**config.mk**
```make
export PLATFORM = sky130hd
export DESIGN_NAME = fetch_stage_flat
export DESIGN_NICKNAME = d
export VERILOG_FILES = /design/src/rtl/fetch_pkg.sv /design/src/rtl/fetch_if.sv /design/src/rtl/fetch_perf_ctr.sv /design/src/rtl/fetch_stage.sv /design/src/flat_wrapper.sv
export SDC_FILE = /design/constraint.sdc
export NUM_CORES = 1
export LEC_CHECK = 0
export CORE_MARGIN = 2
export CORE_UTILIZATION = 28
export DETAILED_ROUTE_END_ITERATION = 10
export SLEW_MARGIN = 15
export SYNTH_ARGS = -nofsm -noshare
export SYNTH_HDL_FRONTEND = slang
export SYNTH_HIERARCHICAL = 1
export SYNTH_SLANG_ARGS = --single-unit
```
**constraint.sdc**
```tcl
create_clock -name clk -period 11.91 [get_ports clk]
set_clock_uncertainty 0.1 [all_clocks]
set_input_delay 3.573 -clock clk [delete_from_list [all_inputs] [get_ports clk]]
set_output_delay 3.573 -clock clk [all_outputs]
set_load 0.01 [all_outputs]
```
**src/rtl/fetch_pkg.sv**
```systemverilog
// Shared types and constants for the LEGv8 instruction-fetch stage.
package fetch_pkg;

  localparam int unsigned INSTR_W = 32;
  localparam int unsigned PC_STEP = 4;

  typedef enum logic [1:0] {
    FS_IDLE  = 2'd0,
    FS_FETCH = 2'd1,
    FS_HOLD  = 2'd2,
    FS_DRAIN = 2'd3
  } fetch_state_t;

endpackage

```
**src/rtl/fetch_if.sv**
```systemverilog
// Instruction-memory req/ack bus; the fetch stage is master, memory is slave.
interface fetch_if #(
  parameter int unsigned N = 64
);

  logic                           req;
  logic [N-1:0]                   addr;
  logic                           ack;
  logic [fetch_pkg::INSTR_W-1:0]  rdata;

  modport master (output req, output addr, input ack, input rdata);
  modport slave  (input req, input addr, output ack, output rdata);

endinterface

```
**src/rtl/fetch_perf_ctr.sv**
```systemverilog
// 32-bit saturating event counter, cleared by reset.
module fetch_perf_ctr (
  input  logic        clk,
  input  logic        reset,
  input  logic        inc_i,
  output logic [31:0] count_o
);

  logic [31:0] count_q;

  // Count qualifying cycles, sticking at all-ones.
  always_ff @(posedge clk or posedge reset) begin
    if (reset) begin
      count_q <= 32'd0;
    end else if (inc_i && (count_q != 32'hFFFF_FFFF)) begin
      count_q <= count_q + 32'd1;
    end else begin
      count_q <= count_q;
    end
  end

  assign count_o = count_q;

endmodule

```
**src/rtl/fetch_stage.sv**
```systemverilog
// Instruction-fetch stage: PC, imem req/ack master, one-entry instruction buffer.
// Optional performance counters are built when FETCH_PERF_EN is defined.
module fetch_stage import fetch_pkg::*; #(
  parameter int unsigned  N        = 64,
  parameter logic [N-1:0] RESET_PC = {N{1'b0}}
) (
  input  logic               clk,
  input  logic               reset,
  input  logic               stall_i,
  input  logic               redirect_i,
  input  logic [N-1:0]       redirect_pc_i,
  fetch_if.master            imem,
  output logic               if_valid_o,
  output logic [N-1:0]       if_pc_o,
  output logic [INSTR_W-1:0] if_instr_o,
  output logic               ifid_en_o,
  output logic [31:0]        fetch_count_o,
  output logic [31:0]        stall_cycles_o
);

  fetch_state_t        state_q, state_d;
  logic [N-1:0]        pc_q, pc_d;
  logic [N-1:0]        addr_q, addr_d;
  logic [N-1:0]        if_pc_q, if_pc_d;
  logic [INSTR_W-1:0]  if_instr_q, if_instr_d;
  logic [N-1:0]        tgt_s;

  assign tgt_s = redirect_pc_i & ~{{(N-2){1'b0}}, 2'b11};

  // Next-state, PC and buffer capture; a redirect overrides the PC in every state.
  always_comb begin
    state_d    = state_q;
    pc_d       = pc_q;
    if_pc_d    = if_pc_q;
    if_instr_d = if_instr_q;
    case (state_q)
      FS_IDLE: begin
        state_d = FS_FETCH;
      end
      FS_FETCH: begin
        if (redirect_i) begin
          state_d = imem.ack ? FS_FETCH : FS_DRAIN;
        end else if (imem.ack) begin
          state_d    = FS_HOLD;
          if_pc_d    = pc_q;
          if_instr_d = imem.rdata;
        end else begin
          state_d = FS_FETCH;
        end
      end
      FS_HOLD: begin
        if (redirect_i) begin
          state_d = FS_FETCH;
        end else if (!stall_i) begin
          state_d = FS_FETCH;
          pc_d    = pc_q + N'(PC_STEP);
        end else begin
          state_d = FS_HOLD;
        end
      end
      FS_DRAIN: begin
        state_d = imem.ack ? FS_FETCH : FS_DRAIN;
      end
      default: begin
        state_d = FS_IDLE;
      end
    endcase
    if (redirect_i) begin
      pc_d = tgt_s;
    end else begin
      pc_d = pc_d;
    end
    // While draining, the stale request must keep its original address.
    addr_d = (state_d == FS_DRAIN) ? addr_q : pc_d;
  end

  // State, PC, request address and instruction buffer registers.
  always_ff @(posedge clk or posedge reset) begin
    if (reset) begin
      state_q    <= FS_IDLE;
      pc_q       <= RESET_PC;
      addr_q     <= RESET_PC;
      if_pc_q    <= {N{1'b0}};
      if_instr_q <= {INSTR_W{1'b0}};
    end else begin
      state_q    <= state_d;
      pc_q       <= pc_d;
      addr_q     <= addr_d;
      if_pc_q    <= if_pc_d;
      if_instr_q <= if_instr_d;
    end
  end

  assign imem.req   = (state_q == FS_FETCH) || (state_q == FS_DRAIN);
  assign imem.addr  = addr_q;
  assign if_valid_o = (state_q == FS_HOLD);
  assign if_pc_o    = if_pc_q;
  assign if_instr_o = if_instr_q;
  assign ifid_en_o  = if_valid_o & ~stall_i & ~redirect_i;

`ifdef FETCH_PERF_EN
  fetch_perf_ctr u_fetch_ctr (
    .clk     (clk),
    .reset   (reset),
    .inc_i   (ifid_en_o),
    .count_o (fetch_count_o)
  );

  fetch_perf_ctr u_stall_ctr (
    .clk     (clk),
    .reset   (reset),
    .inc_i   (if_valid_o & stall_i),
    .count_o (stall_cycles_o)
  );
`else
  assign fetch_count_o  = 32'd0;
  assign stall_cycles_o = 32'd0;
`endif

endmodule

```
**src/flat_wrapper.sv**
```systemverilog
// flat-port wrapper written by rule: the top's interface ports become plain ports
module fetch_stage_flat import fetch_pkg::*;
#(
  parameter int unsigned  N        = 64,
  parameter logic [N-1:0] RESET_PC = {N{1'b0}}
)
  (clk, reset, stall_i, redirect_i, redirect_pc_i, if_valid_o, if_pc_o, if_instr_o, ifid_en_o, fetch_count_o, stall_cycles_o, imem_req, imem_addr, imem_ack, imem_rdata);
  fetch_if #(.N(N)) imem_i ();
  input  logic clk;
  input  logic reset;
  input  logic stall_i;
  input  logic redirect_i;
  input  logic [N-1:0] redirect_pc_i;
  output logic if_valid_o;
  output logic [N-1:0] if_pc_o;
  output logic [INSTR_W-1:0] if_instr_o;
  output logic ifid_en_o;
  output logic [31:0] fetch_count_o;
  output logic [31:0] stall_cycles_o;
  output wire logic [$bits(imem_i.req)-1:0] imem_req;
  output wire logic [$bits(imem_i.addr)-1:0] imem_addr;
  input wire logic [$bits(imem_i.ack)-1:0] imem_ack;
  input wire logic [$bits(imem_i.rdata)-1:0] imem_rdata;
  assign imem_req = imem_i.req;
  assign imem_addr = imem_i.addr;
  assign imem_i.ack = imem_ack;
  assign imem_i.rdata = imem_rdata;
  fetch_stage #(.N(N), .RESET_PC(RESET_PC)) u_core (.clk(clk), .reset(reset), .stall_i(stall_i), .redirect_i(redirect_i), .redirect_pc_i(redirect_pc_i), .imem(imem_i), .if_valid_o(if_valid_o), .if_pc_o(if_pc_o), .if_instr_o(if_instr_o), .ifid_en_o(ifid_en_o), .fetch_count_o(fetch_count_o), .stall_cycles_o(stall_cycles_o));
endmodule
```
; ---- Yosys cells after proc, flatten, opt, wreduce, memory -nomap -nowiden
; Index checks and enable logic that the tools add are counted.
[totals]
regBits = 226
in_bits = 101
elab_cells = 26
[op_classes]
add_sub_neg = 1
eq_ne = 4
n_mux = 9
bitwise_logic = 4
reduce_logical = 3
[op_table]
columns = op, n
row1 = 64-bit two-way mux, 3
row2 = "64-bit by 3-bit adder with 64-bit output, second input constant", 1
row3 = 2-bit two-way mux, 5
row4 = 2-bit one-hot mux with 4 select lines, 1
row5 = "2-bit equality test, second input constant", 3
row6 = 3-bit AND reduction, 1
row7 = 1-bit bitwise AND, 2
row8 = "2-bit by 1-bit equality test with 1-bit output, second input constant", 1
row9 = 2-bit logical NOT, 1
row10 = 1-bit inverter, 2
row11 = 1-bit logical OR, 1

; ---- Logic depth before layout (Yosys ltp)
[logic_depth]
word_depth = 4
ltp_mapped = 10

; ---- Worst setup path after synthesis
; No wires, ideal clock.
[synth_timing]
path_kind = input-to-output
startpoint = input port redirect_i
endpoint = output port ifid_en_o
t_arrival_ns = 4.698
required_time_ns = 8.237
slack_ns = 3.539
cell_stages = 5
path_buffers = 4
path_cell_list = clkbuf_1 > clkbuf_1 > clkbuf_1 > clkbuf_1 > nor2_1
[synth_via]
elab_chain_cells = 2
[synth_rtl]
columns = element, line_no
row1 = "start, declared", flat_wrapper.sv:12  ; input logic redirect_i;
row2 = 1-bit inverter, fetch_stage.sv:99  ; assign ifid_en_o = if_valid_o & ~stall_i & ~redirect_i;
row3 = 1-bit bitwise AND, fetch_stage.sv:99
row4 = "end, declared", flat_wrapper.sv:17  ; output logic ifid_en_o;
; No other way between the ends.

; ---- Worst setup path after layout
[layout_timing]
startpoint = input port stall_i
endpoint = output port ifid_en_o
[layout_via]
elab_chain_cells = 3
[layout_rtl]
columns = element, line_no
row1 = "start, declared", flat_wrapper.sv:11  ; input logic stall_i;
row2 = 1-bit inverter, fetch_stage.sv:99
row3 = 1-bit bitwise AND (2 in series), fetch_stage.sv:99
; No other way between the ends.

==> impl_metrics.toml <==
[sta]
fin_crit_sh_pct = 76.04
maxSlewViolCount = 0
setup-tns-final_ns = 0
rsz0062_at_grt = "no"
final-hold-violation-count = 0
worstMarginPinSlew_ns = 1.049
slew_headroom_pct = 30.05
setup_viol = 0
period_minus_slack_ns = 9.057
max_freq_ghz = 0.1104

[logic_synthesis]
synth-xor-area-share_pct = 4.107
syn_avg_cell_area_sq_um = 11.41
synth_top_area_share_pct = 54.12
yosys.cell_count.top_type = "dfrtp_1"
yosysSeqAreaShare_pct = 54.12
syn_area_sq_um = 10450
synth-simple-area-share_pct = 13.94
ys_ff_latch = 226
yosysWarnings = 6
netlist-cell-type-count = 46
ys.flop_type = "dfrtp_1"
synthMuxAreaShare_pct = 15.17
ys_top_cells_by_count = "226 x dfrtp_1, 139 x mux2_2, 80 x nand2_1"
yosys.area.top_type = "dfrtp_1"
synth_compound_area_share_pct = 5.460
synthArstFlopShare_pct = 100.0
synth_edf_count = 0
synth_area_leaders = "dfrtp_1 54%, mux2_2 15%, buf_4 4.6%, nand2_1 2.9%, xor2_1 2.4%"
synth_fa_ha_area_share_pct = 0.2395
synth_top_family_by_area = "multiplexers"
syn_inst = 916

[die]
die_w_um = 197.2
rows = 70
core_area_sq_um = 36700
fp.dieH_um = 197.2
ios = 328
start_util_pct = 28.48
dieArea_sq_um = 38880

[global_routing]
antenna_found_initial = 3
grt_overflow = 0
grt_max_degree = 79
grtUsageTotal_pct = 15.90
grt_pass1_vias = 8095
grt_pass1_wl_mm = 47.88

[detailed_routing]
drtIter0Drc = 314
drt_wl_total_mm = 31.51
ant_nets = 0
vias = 7844
viasPerCell = 4.745
dr.pass1.iters = 4
post-route-drc-count = 0
avgRoutedWirePerCell_um = 19.06

[finish]
nets = 1270
final_area_sq_um = 14170
post-route-util_pct = 38.61
synthToLayoutAreaGrowth_pct = 35.57
drive_gt1_share_pct = 17.23
fin_cells = 1653
fillers = 3588

[clock_tree]
clkSinkCount = 226
cts-buffers-inserted = 27
clk_pin_slew_worst_paths_ns = 0.05
h-tree-depth = 1
cts-root-buf = "clkbuf_16"
cts_tree = "yes"
clockBufferDepth = 3
clk_latency_ns = 0.55
cts_hold_buf = 0
postCtsSetupBuffers = 0
ctsResizeCount = 0

[power_and_ir_drop]
p_sw_share_pct = 30.08
seq_power_share_pct = 38.7
vdd_drop_max_mv = 0.1111
power_density_nw_per_um2 = 217.0
clockPowerShare_pct = 26.4
switching_power_mw = 0.9247
power.leakage_nw = 5.790
power_frac_comb_pct = 34.9
internal-power_mw = 2.149

[setup_path]
rrSetupSlack_ns = 8.29
r2r-end = "u_core/imem.addr[63]"
crit_path_end = "ifid_en_o"
crit_fanout = 8
startpoint_type = "input port"
reg2reg_from = "u_core/state_q[0]"
critPathKind = "input port to primary output"
end_kind = "primary output"
reg2reg_depth = 6
required_ns = 8.24
crit_arrival_ns = 5.38
critPathLaunch = "stall_i"

[job]
cap_violations = 0

[run_status]
status = "completed"

[placed_design]
detailedPlacementHpwl_mm = 22.42
port-buffer-count = 261
placed_area_sq_um = 13300
placedCellCount = 1606
place.gp.congestion = 0.7434

[min_path]
hold_class = "register to register"
placed cells by master (no fill, tap or decap), types with 21 or more instances in the layout:
master           count
nor3_1              21
xor2_1              29
nand3_1             31
mux2_2             139
clkbuf_16           27
clkdlybuf4s50_1    260
dfrtp_1            226
conb_1              64
nand4_1             26
nor2_1              58
o21ai_0             32
nand2_1             80
how the worst min path moves through the flow:
| stage | from | cells after the start | endpoint | slack, ns |
|---|---|---|---|---|
| after floorplan | u_core/pc_q[0] | 1 | u_core/if_pc_o[0] | 0.37 |
| after global placement | u_core/imem.addr[2] | 2 | u_core/imem.addr[2] | 0.36 |
| after detailed placement | u_core/imem.addr[4] | 2 | u_core/imem.addr[4] | 0.36 |
| after CTS | u_core/imem.addr[4] | 2 | u_core/imem.addr[4] | 0.37 |
| after global routing | u_core/if_instr_o[10] | 1 | u_core/if_instr_o[10] | 0.41 |
| final | u_core/imem.addr[4] | 2 | u_core/imem.addr[4] | 0.37 |
critical path, stage by stage:
cell	delay (ns)
clkdlybuf4s50_1	0.43
or3b_1	0.56
nor2_1	0.24
clkdlybuf4s50_1	0.58
per-layer routing:
| metal | GRT usage (%) | wire length [um] | up-vias |
|---|---|---|---|
| li1 | - | - | 3620 |
| met1 | 20.42 | 13660 | 3894 |
| met2 | 26.36 | 14720 | 274 |
| met3 | 4.610 | 2461 | 52 |
| met4 | 3.843 | 642 | 4 |
| met5 | 0 | 27 | - |
state kept, by name (all words and copies together) (netlist names):
signal             cells
u_core/pc_q           64
u_core/state_q         2
u_core/if_pc_o        64
u_core/if_instr_o     32
u_core/imem.addr      64
area by class of cell:
class                   count  area, sq um  area share [%]
inverters                  12        52.55          0.3709
clock inverters             7        88.84          0.6270
well taps                 468        585.6           4.133
flip-flops and latches    226         5655           39.92
multi-input cells         630         4324           30.52
clock buffers              39        780.7           5.511
diodes                      1        2.502         0.01766
repair buffers            270         2678           18.90
kinds of logic after synthesis:
group,Yosys count
AND/OR/NAND/NOR,289
AO/OA/AOI/OAI,85
flip-flops,226
XOR/XNOR,49
buffers and inverters,123
other,1
adder cells (fa/ha/maj),2
multiplexers,141
power groups by stage:
stage | clock [mW] | combinational, mW | sequential [mW]
2_1_floorplan | 0 | 0.371 | 1.28
3_3_place_gp | 0 | 1.08 | 1.20
3_5_place_dp | 0 | 1.09 | 1.20
4_1_cts | 0.837 | 1.09 | 1.20
5_1_grt | 0.868 | 1.15 | 1.23
6_report | 0.813 | 1.07 | 1.19
per-stage QoR:
step,total power [mW],worst slack (ns),hold slack [ns]
floorplan,1.649,2.046,0.3712
global placement,2.276,2.849,0.3576
detailed placement,2.291,2.853,0.3625
CTS,3.124,2.848,0.3745
global route,3.244,2.799,0.4111
finish,3.074,2.853,0.3706
(Power assumes the default switching activity.)
